### src/rtl/tl45_muldiv_seq.sv
// tl45_muldiv_seq: multi-cycle unsigned MUL / DIVU / REMU unit for the execute stage.
// Runs alongside the single-cycle ALU and iterates one bit per cycle
// (shift-add multiply, restoring divide). It stalls upstream while it is
// busy, then retires one write-back and forward result.
module tl45_muldiv_seq #(
  parameter int         XLEN    = 32,
  parameter logic [4:0] OP_MUL  = 5'h3,
  parameter logic [4:0] OP_DIVU = 5'h4,
  parameter logic [4:0] OP_REMU = 5'h5
) (
  input  logic            i_clk,
  input  logic            i_reset_n,
  input  logic            i_pipe_stall,
  input  logic            i_pipe_flush,
  input  logic [4:0]      i_opcode,
  input  logic [3:0]      i_dr,
  input  logic [XLEN-1:0] i_sr1_val,
  input  logic [XLEN-1:0] i_sr2_val,
  output logic            o_pipe_stall,
  output logic [3:0]      o_dr,
  output logic [XLEN-1:0] o_value,
  output logic [3:0]      o_of_reg,
  output logic [XLEN-1:0] o_of_val,
  output logic            o_busy
);

  localparam int CNT_W = $clog2(XLEN);

  typedef enum logic [1:0] {IDLE, RUN, DONE} state_t;

  state_t           state_reg, state_next;
  logic [CNT_W-1:0] cnt_reg;
  logic [4:0]       op_reg;
  logic [3:0]       dr_reg;
  // a_reg: multiplicand (MUL) or dividend shifting out / quotient shifting in (DIV/REM)
  // b_reg: multiplier (MUL) or divisor (DIV/REM)
  // acc_reg: product (MUL) or partial remainder (DIV/REM)
  logic [XLEN-1:0]  a_reg, b_reg, acc_reg;

  logic             is_muldiv;
  logic             accept;
  logic             retire;
  logic             last_iter;
  logic             op_is_mul;
  logic [XLEN-1:0]  result;
  logic [XLEN:0]    div_shift;
  logic [XLEN:0]    div_diff;
  logic             div_ok;

  assign is_muldiv = (i_opcode == OP_MUL) || (i_opcode == OP_DIVU) || (i_opcode == OP_REMU);
  assign last_iter = (cnt_reg == CNT_W'(XLEN - 1));
  assign op_is_mul = (op_reg == OP_MUL);
  assign o_busy    = (state_reg != IDLE);

  // Restoring-division trial subtract. The partial remainder always stays
  // below the divisor (or is built from dividend bits only when the divisor
  // is zero), so the extra top bit of the difference is a valid borrow flag.
  assign div_shift = {acc_reg, a_reg[XLEN-1]};
  assign div_diff  = div_shift - {1'b0, b_reg};
  assign div_ok    = ~div_diff[XLEN];

  // The quotient accumulates in a_reg; product and remainder share acc_reg.
  assign result = (op_reg == OP_DIVU) ? a_reg : acc_reg;

  // FSM state register
  always_ff @(posedge i_clk or negedge i_reset_n) begin
    if (!i_reset_n) begin
      state_reg <= IDLE;
    end else begin
      state_reg <= state_next;
    end
  end

  // Next state, stall and forward outputs; a flush overrides everything
  always_comb begin
    state_next   = state_reg;
    o_pipe_stall = 1'b0;
    o_of_reg     = '0;
    o_of_val     = '0;
    accept       = 1'b0;
    retire       = 1'b0;
    case (state_reg)
      IDLE: begin
        if (is_muldiv) begin
          o_pipe_stall = 1'b1;
          accept       = 1'b1;
          state_next   = RUN;
        end
      end
      RUN: begin
        o_pipe_stall = 1'b1;
        if (last_iter) begin
          state_next = DONE;
        end
      end
      DONE: begin
        o_pipe_stall = i_pipe_stall;
        o_of_reg     = dr_reg;
        o_of_val     = result;
        if (!i_pipe_stall) begin
          retire     = 1'b1;
          state_next = IDLE;
        end
      end
      default: state_next = IDLE;
    endcase
    if (i_pipe_flush) begin
      o_pipe_stall = 1'b0;
      o_of_reg     = '0;
      o_of_val     = '0;
      accept       = 1'b0;
      retire       = 1'b0;
      state_next   = IDLE;
    end
  end

  // Operand latch on accept, then one shift-add / shift-subtract step per RUN cycle
  always_ff @(posedge i_clk or negedge i_reset_n) begin
    if (!i_reset_n) begin
      cnt_reg <= '0;
      op_reg  <= '0;
      dr_reg  <= '0;
      a_reg   <= '0;
      b_reg   <= '0;
      acc_reg <= '0;
    end else if (accept) begin
      cnt_reg <= '0;
      op_reg  <= i_opcode;
      dr_reg  <= i_dr;
      a_reg   <= i_sr1_val;
      b_reg   <= i_sr2_val;
      acc_reg <= '0;
    end else if (state_reg == RUN && !i_pipe_flush) begin
      cnt_reg <= cnt_reg + 1'b1;
      if (op_is_mul) begin
        if (b_reg[0]) begin
          acc_reg <= acc_reg + a_reg;
        end
        a_reg <= a_reg << 1;
        b_reg <= b_reg >> 1;
      end else begin
        acc_reg <= div_ok ? div_diff[XLEN-1:0] : div_shift[XLEN-1:0];
        a_reg   <= {a_reg[XLEN-2:0], div_ok};
      end
    end
  end

  // Write-back register: non-zero only in the single cycle after retirement
  always_ff @(posedge i_clk or negedge i_reset_n) begin
    if (!i_reset_n) begin
      o_dr    <= '0;
      o_value <= '0;
    end else if (retire) begin
      o_dr    <= dr_reg;
      o_value <= result;
    end else begin
      o_dr    <= '0;
      o_value <= '0;
    end
  end

endmodule

### config.mk
export PLATFORM = sky130hd
export DESIGN_NAME = tl45_muldiv_seq
export DESIGN_NICKNAME = d
export VERILOG_FILES = /design/src/rtl/tl45_muldiv_seq.sv
export SDC_FILE = /design/constraint.sdc
export NUM_CORES = 1
export LEC_CHECK = 0
export BUFFER_PORTS_ARGS = -buffer_cell sky130_fd_sc_hd__buf_4
export CAP_MARGIN = 20
export CELL_PAD_IN_SITES_DETAIL_PLACEMENT = 2
export CELL_PAD_IN_SITES_GLOBAL_PLACEMENT = 2
export CORE_MARGIN = 4
export CORE_UTILIZATION = 35
export DETAILED_ROUTE_END_ITERATION = 8
export PLACE_DENSITY_LB_ADDON = 0.3
export SLEW_MARGIN = 15
export SYNTH_ARGS = -nofsm -noshare
export SYNTH_HDL_FRONTEND = slang
export SYNTH_SLANG_ARGS = --single-unit
### constraint.sdc
create_clock -name i_clk -period 4.5 [get_ports i_clk]
set_input_delay 0.45 -clock i_clk [delete_from_list [all_inputs] [get_ports i_clk]]
set_output_delay 0.45 -clock i_clk [all_outputs]
set_load 0.02 [all_outputs]
==> run_results.csv, run 1 <==
group,metric,value,unit
setup_path,critPathRequiredTime,4.79,ns
floorplan,start_util,0.356,
logic_synthesis,synthSimpleGateAreaFrac,0.173,
setup_path,slowest_stage,"xor2_4",
grt,antenna_found_initial,0,
power,peakVddDrop,0.000290,V
logic_synthesis,avgSynthCellArea,8.44,µm²
power,p_total,7.05,mW
logic_synthesis,synth_edf_count,0,
timing,slew_violations,0,
logic_synthesis,synth_compound_area_frac,0.210,
clock_tree,clk_latency,0.45,ns
place,dpl.cell_count,1666,
min_path,worstHoldPathType,"in2async",
logic_synthesis,synthCells,1180,
timing,tightestPinTransition,0.966,ns
cells_and_area,final_common_cell,"nand2_1",
place,portBuffers,150,
timing,rsz0062_at_grt,"no",
routing,drtPass1Iterations,4,
timing,period_minus_slack,4.00,ns
logic_synthesis,syn_area,9960,µm²
floorplan,core-area,27900,µm²
timing,fin_crit_sh,0.888,
place,routabilityCongestion,0.860,
power,power.leakage,5.93,nW
grt,first_global_vias,10500,
routing,drt_iter0_markers,574,
logic_synthesis,synth.yosys.seq_area_share,0.372,
timing,hold_violations,0,
logic_synthesis,synth-xor-area-share,0.0527,
setup_path,path_buf_inv,3,
logic_synthesis,synth_fa_ha_area_frac,0.0857,
grt,grt_max_degree,86,
logic_synthesis,synthMuxAreaShare,0.0627,
logic_synthesis,async_flop_share,1.00,
cells_and_area,drive_gt1_frac,0.160,
timing,fin_worst_skew,0.0187,ns
grt,grt_pass1_wl,59800,µm
timing,layout_setup_ws,0.504,ns
clock_tree,cts_root_buf,"clkbuf_16",
cells_and_area,final_nets,1452,
logic_synthesis,synthDistinctLibCells,64,
timing,final.setup.tns,0,ns
clock_tree,cts_made_buffers,17,
floorplan,num_rows,61,
floorplan,num_io_pins,151,
setup_path,cpMostUsedCell,"buf_4",
routing,wl_per_cell,22.2,µm
setup_path,crit_chain,"inv_1 -> ha_1 -> fa_1 -> nand2b_1 -> a21o_1 -> a22o_1 -> o31ai_4 -> a41oi_1 -> o21ai_2 -> xor2_4 -> buf_4 -> buf_4 -> mux2i_1 -> o21ai_1",
grt,grt_overflow,0,
setup_path,end_kind,"flip-flop",
status,status,"completed",
cells_and_area,postLayoutCoreUtil,0.434,
logic_synthesis,synth_top_family_by_area,"compound AO/OA/AOI/OAI gates",
routing,ant_nets,0,
routing,viasPerCell,5.62,
setup_path,startpoint_type,"flip-flop",
setup_path,crit_type,"reg2reg",
clock_tree,clock-sinks,148,
setup_path,max_stage_delay,0.51,ns
setup_path,critPathArrivalTime,4.28,ns
timing,setup_viol,0,
cells_and_area,instances_no_fill,1699,
clock_tree,cts_tree,"yes",
floorplan,die_h,177,µm
clock_tree,clock_path_buffers,2,
routing,drc,0,
grt,track_usage,0.239,
clock_tree,post_cts_resized,0,
clock_tree,clk_pin_slew,0.07,ns
clock_tree,postCtsSetupBuffers,0,
logic_synthesis,synth_nets,1324,
clock_tree,htreeDepth,4,
routing,wl,37600,µm
timing,fmaxAchievable,250,MHz
place,hpwlAfterDp,27100,µm
timing,slew_headroom,0.354,
power,power_density,582,nW/µm²
cells_and_area,area_delta_synth_final,21.7,%
clock_tree,hold_buffers,0,
logic_synthesis,synth-main-ff-cell,"dfrtp_1",
routing,vias,9555,
cells_and_area,final_cell_mix,"nand2_1, buf_4, dfrtp_1",
setup_path,cp_max_fo,19,
floorplan,fp.dieW,177,µm
flow_run,drv_cap,0,
logic_synthesis,ys_ff_latch,148,
place,place_ws,0.622,ns
logic_synthesis,ys_warn_count,0,
floorplan,dieArea,31200,µm²
setup_path,path_delay_family,"compound AO/OA/AOI/OAI gates",
cells_and_area,num_antenna_cells,0,
cells by family (layout without fill, tap and decap cells):
logic type | count (synthesis) | count (layout)
AOI/OAI and AO/OA | 328 | 328
xor gates and xnor gates | 59 | 59
adders and majority gates | 67 | 67
buffers and inverters | 112 | 253
DFF | 148 | 148
muxes | 62 | 62
and+or+nand+nor | 404 | 404
cell usage after synthesis, drive strengths merged, types with 34 or more instances:
library cell,instances,share of area
a21oi,78,0.039
a22oi,44,0.033
a31oi,40,0.025
clkbuf,49,0.018
dfrtp,148,0.37
ha,65,0.082
inv,54,0.020
mux2i,59,0.059
nand2,200,0.075
nor2,100,0.038
nor3,45,0.023
o21ai,73,0.037
xnor2,34,0.030
worst paths after layout:
path                                   from     endpoint  slack [ns]  cells past startpoint
worst max-delay path              a_reg[31]  acc_reg[14]        0.50                     14
worst min-delay path              i_reset_n    b_reg[27]        0.06                      1
worst max register to register    a_reg[31]  acc_reg[14]        0.50                     14
worst min register to register    op_reg[3]    op_reg[3]        0.50                      1
max in group asynchronous         i_reset_n    a_reg[11]        3.40                      2
min in group i_clk              i_opcode[2]    op_reg[1]        0.20                      2
per-layer routing:
metal  track usage  part of all wire
met1         0.330              0.47
met2         0.406              0.48
met3        0.0301             0.037
met4        0.0503             0.013
met5             0                 0
stage by stage:
| step | cell area [µm²] | hold WS [ns] |
|---|---|---|
| 4_1_cts | 12100 | 0.108 |
| 3_5_place_dp | 11500 | 0.472 |
| 6_report | 12100 | 0.0630 |
| 2_1_floorplan | 9960 | 0.154 |
| 3_3_place_gp | 11500 | 0.470 |
| 5_1_grt | 12100 | 0.134 |
power breakdown:
part | internal, mW | total, mW | switching (mW)
clock network | 0.902 | 1.60 | 0.693
registers | 1.64 | 2.10 | 0.466
logic | 1.31 | 3.35 | 2.04
layout make-up:
type / count / area, µm²
Fill cell: 3120 / 15800
Multi-Input combinational cell: 920 / 5840
Sequential cell: 148 / 3700
Timing Repair Buffer: 167 / 1260
Tap cell: 378 / 473
Clock buffer: 17 / 425
Clock inverter: 15 / 208
Inverter: 54 / 203
Power figures use the tool's default switching activity.
==> inputs of run 2 (changes only) <==
==> constraint.sdc (replaced) <==
create_clock -name i_clk -period 4 [get_ports i_clk]
set_input_delay 0.4 -clock i_clk [delete_from_list [all_inputs] [get_ports i_clk]]
set_output_delay 0.4 -clock i_clk [all_outputs]
set_load 0.02 [all_outputs]
==> run_results.csv, run 2 (same netlist as run 1, synthesis figures left out) <==
group,metric,value,unit
status,status,"complete, but fails checks",
status,violations,"negative hold slack",
routing,ant_nets,0,
power,intPower,4.19,mW
routing,wl,37300,µm
cells_and_area,regArea,3700,µm²
place,dpl.cell_count,1668,
timing,hold_violations,4,
floorplan,dieArea,31200,µm²
power,peakVddDrop,0.000331,V
setup_path,r2r_end,"acc_reg[8]",
grt,first_global_vias,10500,
setup_path,critPathRequiredTime,4.32,ns
routing,drt_iter0_markers,637,
timing,fin_worst_skew,0.0155,ns
cells_and_area,final_cell_mix,"nand2_1, buf_4, dfrtp_1",
cells_and_area,drive_gt1_frac,0.160,
power,p_total,7.75,mW
grt,grt_max_degree,85,
setup_path,ff2ff_path_depth,14,
timing,period_minus_slack,3.81,ns
setup_path,r2r-start,"a_reg[31]",
floorplan,num_io_pins,151,
grt,gr-usage-met2,0.394,
min_path,worstHoldPathType,"in2async",
cells_and_area,final_nets,1453,
clock_tree,clock_path_buffers,2,
routing,viasPerCell,5.62,
floorplan,start_util,0.356,
clock_tree,clock-sinks,148,
timing,setup_viol,0,
power,clkPwrFrac,0.211,
clock_tree,htreeDepth,4,
clock_tree,cts_tree,"yes",
grt,grt_util_met3,0.0280,
power,switching_share,0.460,
setup_path,reg2reg_slack,0.19,ns
floorplan,num_rows,61,
clock_tree,clk_pin_slew,0.07,ns
power,power.leakage,5.90,nW
grt,use_met1,0.331,
setup_path,startpoint_type,"flip-flop",
clock_tree,hold_buffers,0,
cells_and_area,final_common_cell,"nand2_1",
floorplan,die_h,177,µm
grt,grt_pass1_wl,59300,µm
power,seqPwrFrac,0.306,
timing,fmaxAchievable,262,MHz
power,switching_power,3.56,mW
clock_tree,clk_latency,0.44,ns
grt,antenna_found_initial,0,
cells_and_area,num_antenna_cells,0,
timing,final.setup.tns,0,ns
timing,tightestPinTransition,0.855,ns
power,combPwrFrac,0.483,
clock_tree,cts_made_buffers,17,
timing,fin_crit_sh,0.953,
cells_and_area,multi_input_area,5840,µm²
timing,slew_headroom,0.430,
cells_and_area,instances_no_fill,1700,
timing,hold_slack,-0.00884,ns
cells_and_area,fill_cells,3173,
clock_tree,post_cts_resized,0,
floorplan,core-area,27900,µm²
timing,rsz0062_at_grt,"no",
timing,slew_violations,0,
power,power_density,641,nW/µm²
clock_tree,postCtsSetupBuffers,0,
clock_tree,cts_root_buf,"clkbuf_16",
grt,grt-busiest-layer,"met2",
routing,wl_per_cell,21.9,µm
routing,drc,0,
grt,track_usage,0.238,
setup_path,crit_type,"reg2reg",
routing,drtPass1Iterations,5,
floorplan,fp.dieW,177,µm
setup_path,end_kind,"flip-flop",
routing,vias,9553,
setup_path,cp_max_fo,41,
setup_path,critPathArrivalTime,4.13,ns
grt,grt_overflow,0,
place,hpwlAfterDp,27300,µm
cells_and_area,area_delta_synth_final,21.3,%
flow_run,drv_cap,0,
place,routabilityCongestion,0.820,
place,portBuffers,150,
==> run 2: final cells by class <==
type | instances | area share
clock buffers | 17 | 0.0352
inverters | 54 | 0.0168
well taps | 378 | 0.0392
clock inverters | 15 | 0.0120
repair buffers | 168 | 0.107
multi-input cells | 920 | 0.483
flip-flops and latches | 148 | 0.307
==> run 2: layer usage <==
layer	wire (µm)	part of all wire	vias to the layer above
li1	-	-	4441
met1	17500	0.47	4844
met2	17600	0.47	221
met3	1400	0.037	47
met4	703	0.019	0
met5	0	0	-
==> run 2: critical path: stages (launching register included) <==
cell	delay, ns
dfrtp_1	0.40
inv_1	0.10
ha_1	0.25
fa_1	0.46
nand2b_1	0.22
a21o_1	0.21
a22o_1	0.25
o31ai_4	0.33
a41oi_1	0.22
o21ai_2	0.15
xor2_4	0.19
buf_12	0.27
mux2i_1	0.26
nand2_1	0.09
a32o_1	0.28
==> run 2: worst max path at each step <==
| stage | start | end | slack [ns] | depth (start not counted) |
|---|---|---|---|---|
| after detailed placement | a_reg[31] | acc_reg[24] | 0.35 | 14 |
| after global routing | a_reg[31] | acc_reg[18] | 0.02 | 14 |
| final | a_reg[31] | acc_reg[8] | 0.19 | 14 |
| after global placement | a_reg[31] | acc_reg[24] | 0.49 | 14 |
| after floorplan | a_reg[31] | acc_reg[24] | 0.81 | 14 |
| after CTS | a_reg[31] | acc_reg[8] | 0.17 | 14 |
==> run 2: metrics by stage <==
stage | instance area [µm²] | util | setup WS (ns) | hold slack (ns)
after floorplan | 9960 | - | 0.813 | 0.104
after detailed placement | 11500 | 0.412 | 0.349 | 0.475
after CTS | 12100 | 0.432 | 0.165 | 0.0531
final | 12100 | 0.432 | 0.188 | -0.00884
after global placement | 11500 | 0.412 | 0.488 | 0.469
after global routing | 12100 | 0.432 | 0.0214 | 0.0619
==> run 2: power groups by stage <==
stage	combinational [mW]	sequential [mW]	clock, mW
floorplan	2.67	2.15	0
global placement	3.42	2.34	0
detailed placement	3.59	2.38	0
CTS	3.72	2.36	1.66
global route	4.14	2.42	1.72
finish	3.74	2.37	1.63
==> inputs of run 3 (changes only) <==
==> constraint.sdc (replaced) <==
create_clock -name i_clk -period 4 [get_ports i_clk]
set_input_delay 0.2 -clock i_clk [delete_from_list [all_inputs] [get_ports i_clk]]
set_output_delay 0.2 -clock i_clk [all_outputs]
set_load 0.02 [all_outputs]
==> run_results.csv, run 3 (same netlist as run 1, synthesis figures left out) <==
group,metric,value,unit
clock_tree,cts_tree,"yes",
cells_and_area,final_common_cell,"nand2_1",
timing,slew_headroom,0.386,
timing,hold_violations,1,
cells_and_area,final_nets,1484,
power,switching_share,0.459,
timing,tightestPinTransition,0.920,ns
floorplan,num_io_pins,151,
clock_tree,cts_made_buffers,17,
floorplan,num_rows,61,
timing,final.setup.tns,0,ns
cells_and_area,stdcell_area,12400,µm²
cells_and_area,num_antenna_cells,0,
cells_and_area,fill_cells,3119,
grt,grt_overflow,0,
min_path,hp-start,"i_sr1_val[9]",
setup_path,crit_start,"a_reg[31]",
power,intPower,4.22,mW
floorplan,die_h,177,µm
grt,first_global_vias,10600,
clock_tree,clk_pin_slew,0.07,ns
cells_and_area,area_delta_synth_final,24.5,%
clock_tree,cts_root_buf,"clkbuf_16",
floorplan,core-area,27900,µm²
routing,drtPass1Iterations,5,
power,peakVddDrop,0.000334,V
grt,track_usage,0.244,
cells_and_area,instances_no_fill,1731,
setup_path,path_delay_family,"compound AO/OA/AOI/OAI gates",
power,power_density,630,nW/µm²
clock_tree,clock_path_buffers,2,
setup_path,max_stage_delay,0.41,ns
setup_path,r2r-start,"a_reg[31]",
setup_path,cp_max_fo,41,
power,combPwrFrac,0.483,
timing,fmaxAchievable,273,MHz
timing,slew_violations,0,
setup_path,end_kind,"flip-flop",
clock_tree,clk_latency,0.44,ns
routing,drt_iter0_markers,595,
place,place_area,11500,µm²
flow_run,drv_cap,0,
setup_path,critPathRequiredTime,4.31,ns
timing,setup_viol,0,
grt,grt_max_degree,95,
floorplan,start_util,0.356,
clock_tree,htreeDepth,4,
clock_tree,post_cts_resized,0,
setup_path,crit_type,"reg2reg",
power,clkPwrFrac,0.214,
place,portBuffers,150,
power,switching_power,3.58,mW
routing,wl_per_cell,22.0,µm
timing,period_minus_slack,3.66,ns
grt,grt_pass1_wl,61200,µm
clock_tree,hold_buffers,31,
place,routabilityCongestion,0.819,
routing,vias,9758,
routing,ant_nets,0,
routing,viasPerCell,5.64,
setup_path,slowest_stage,"dfrtp_1",
grt,antenna_found_initial,0,
timing,rsz0062_at_grt,"no",
cells_and_area,drive_gt1_frac,0.156,
cells_and_area,final_cell_mix,"nand2_1, buf_4, dfrtp_1",
floorplan,fp.dieW,177,µm
routing,drc,0,
power,seqPwrFrac,0.303,
setup_path,path_buf_inv,2,
timing,hold_slack,-0.000790,ns
power,power.leakage,6.03,nW
clock_tree,clock-sinks,148,
floorplan,dieArea,31200,µm²
place,dpl.cell_count,1667,
place,hpwlAfterDp,26900,µm
min_path,worstHoldPathType,"in2reg",
clock_tree,postCtsSetupBuffers,0,
setup_path,startpoint_type,"flip-flop",
cells_and_area,postLayoutCoreUtil,0.444,
setup_path,crit_chain,"inv_1 -> ha_1 -> fa_1 -> nand2b_1 -> a21o_1 -> a22o_1 -> o31ai_4 -> a41oi_1 -> o21ai_2 -> xor2_4 -> buf_12 -> mux2_1 -> a22oi_1 -> o21ai_0",
status,violations,"negative hold slack",
timing,fin_worst_skew,0.0149,ns
status,status,"complete, but fails checks",
timing,fin_crit_sh,0.915,
setup_path,critPathArrivalTime,3.96,ns
routing,wl,38100,µm
[run 3: changes by cell type in the layout (fill, tap and decap cells not counted), sizes merged]
cell / change
dlygate4sd3: +32
clkinv: -3
inv: +3
buf: -1
[run 3: path summary, 6_finish.rpt]
| path | slack, ns | cells past startpoint | end |
|---|---|---|---|
| setup reg to reg | 0.34 | 14 | acc_reg[24] |
| max in group asynchronous | 2.56 | 3 | o_value[4] |
| setup / recovery | 0.34 | 14 | acc_reg[24] |
| hold reg to reg | 0.50 | 1 | op_reg[4] |
| min in group asynchronous | 0.43 | 2 | b_reg[28] |
| hold / removal | -0.0008 | 3 | a_reg[9] |
[run 3: layer usage]
metal | vias up | part of all wire | GRT usage | routed length, µm
met5 | - | 0 | 0 | 0
met4 | 0 | 0.016 | 0.0535 | 605
li1 | 4507 | - | - | -
met2 | 237 | 0.48 | 0.405 | 18100
met3 | 39 | 0.044 | 0.0318 | 1660
met1 | 4975 | 0.46 | 0.343 | 17700
[run 3: area by class of cell]
class,instances,area (µm²),area share
Clock inverter,15,159,0.0128
Tap cell,378,473,0.0382
Multi-Input combinational cell,920,5840,0.471
Clock buffer,17,425,0.0343
Inverter,54,203,0.0164
Timing Repair Buffer,199,1590,0.128
Sequential cell,148,3700,0.299
[run 3: power groups by stage]
stage / combinational [mW] / clock [mW] / sequential, mW
4_1_cts: 3.74 / 1.69 / 2.35
2_1_floorplan: 2.67 / 0 / 2.15
5_1_grt: 4.17 / 1.76 / 2.42
3_3_place_gp: 3.43 / 0 / 2.34
6_report: 3.77 / 1.67 / 2.37
3_5_place_dp: 3.59 / 0 / 2.37
[run 3: worst min-delay path: stages]
cell,delay (ns)
buf_4,0.08
a22oi_1,0.06
nand2_1,0.06
[run 3: stage by stage]
step | power (mW) | setup WS [ns]
detailed placement | 5.97 | 0.398
global route | 8.36 | 0.144
floorplan | 4.82 | 0.813
finish | 7.80 | 0.341
CTS | 7.78 | 0.358
global placement | 5.77 | 0.487
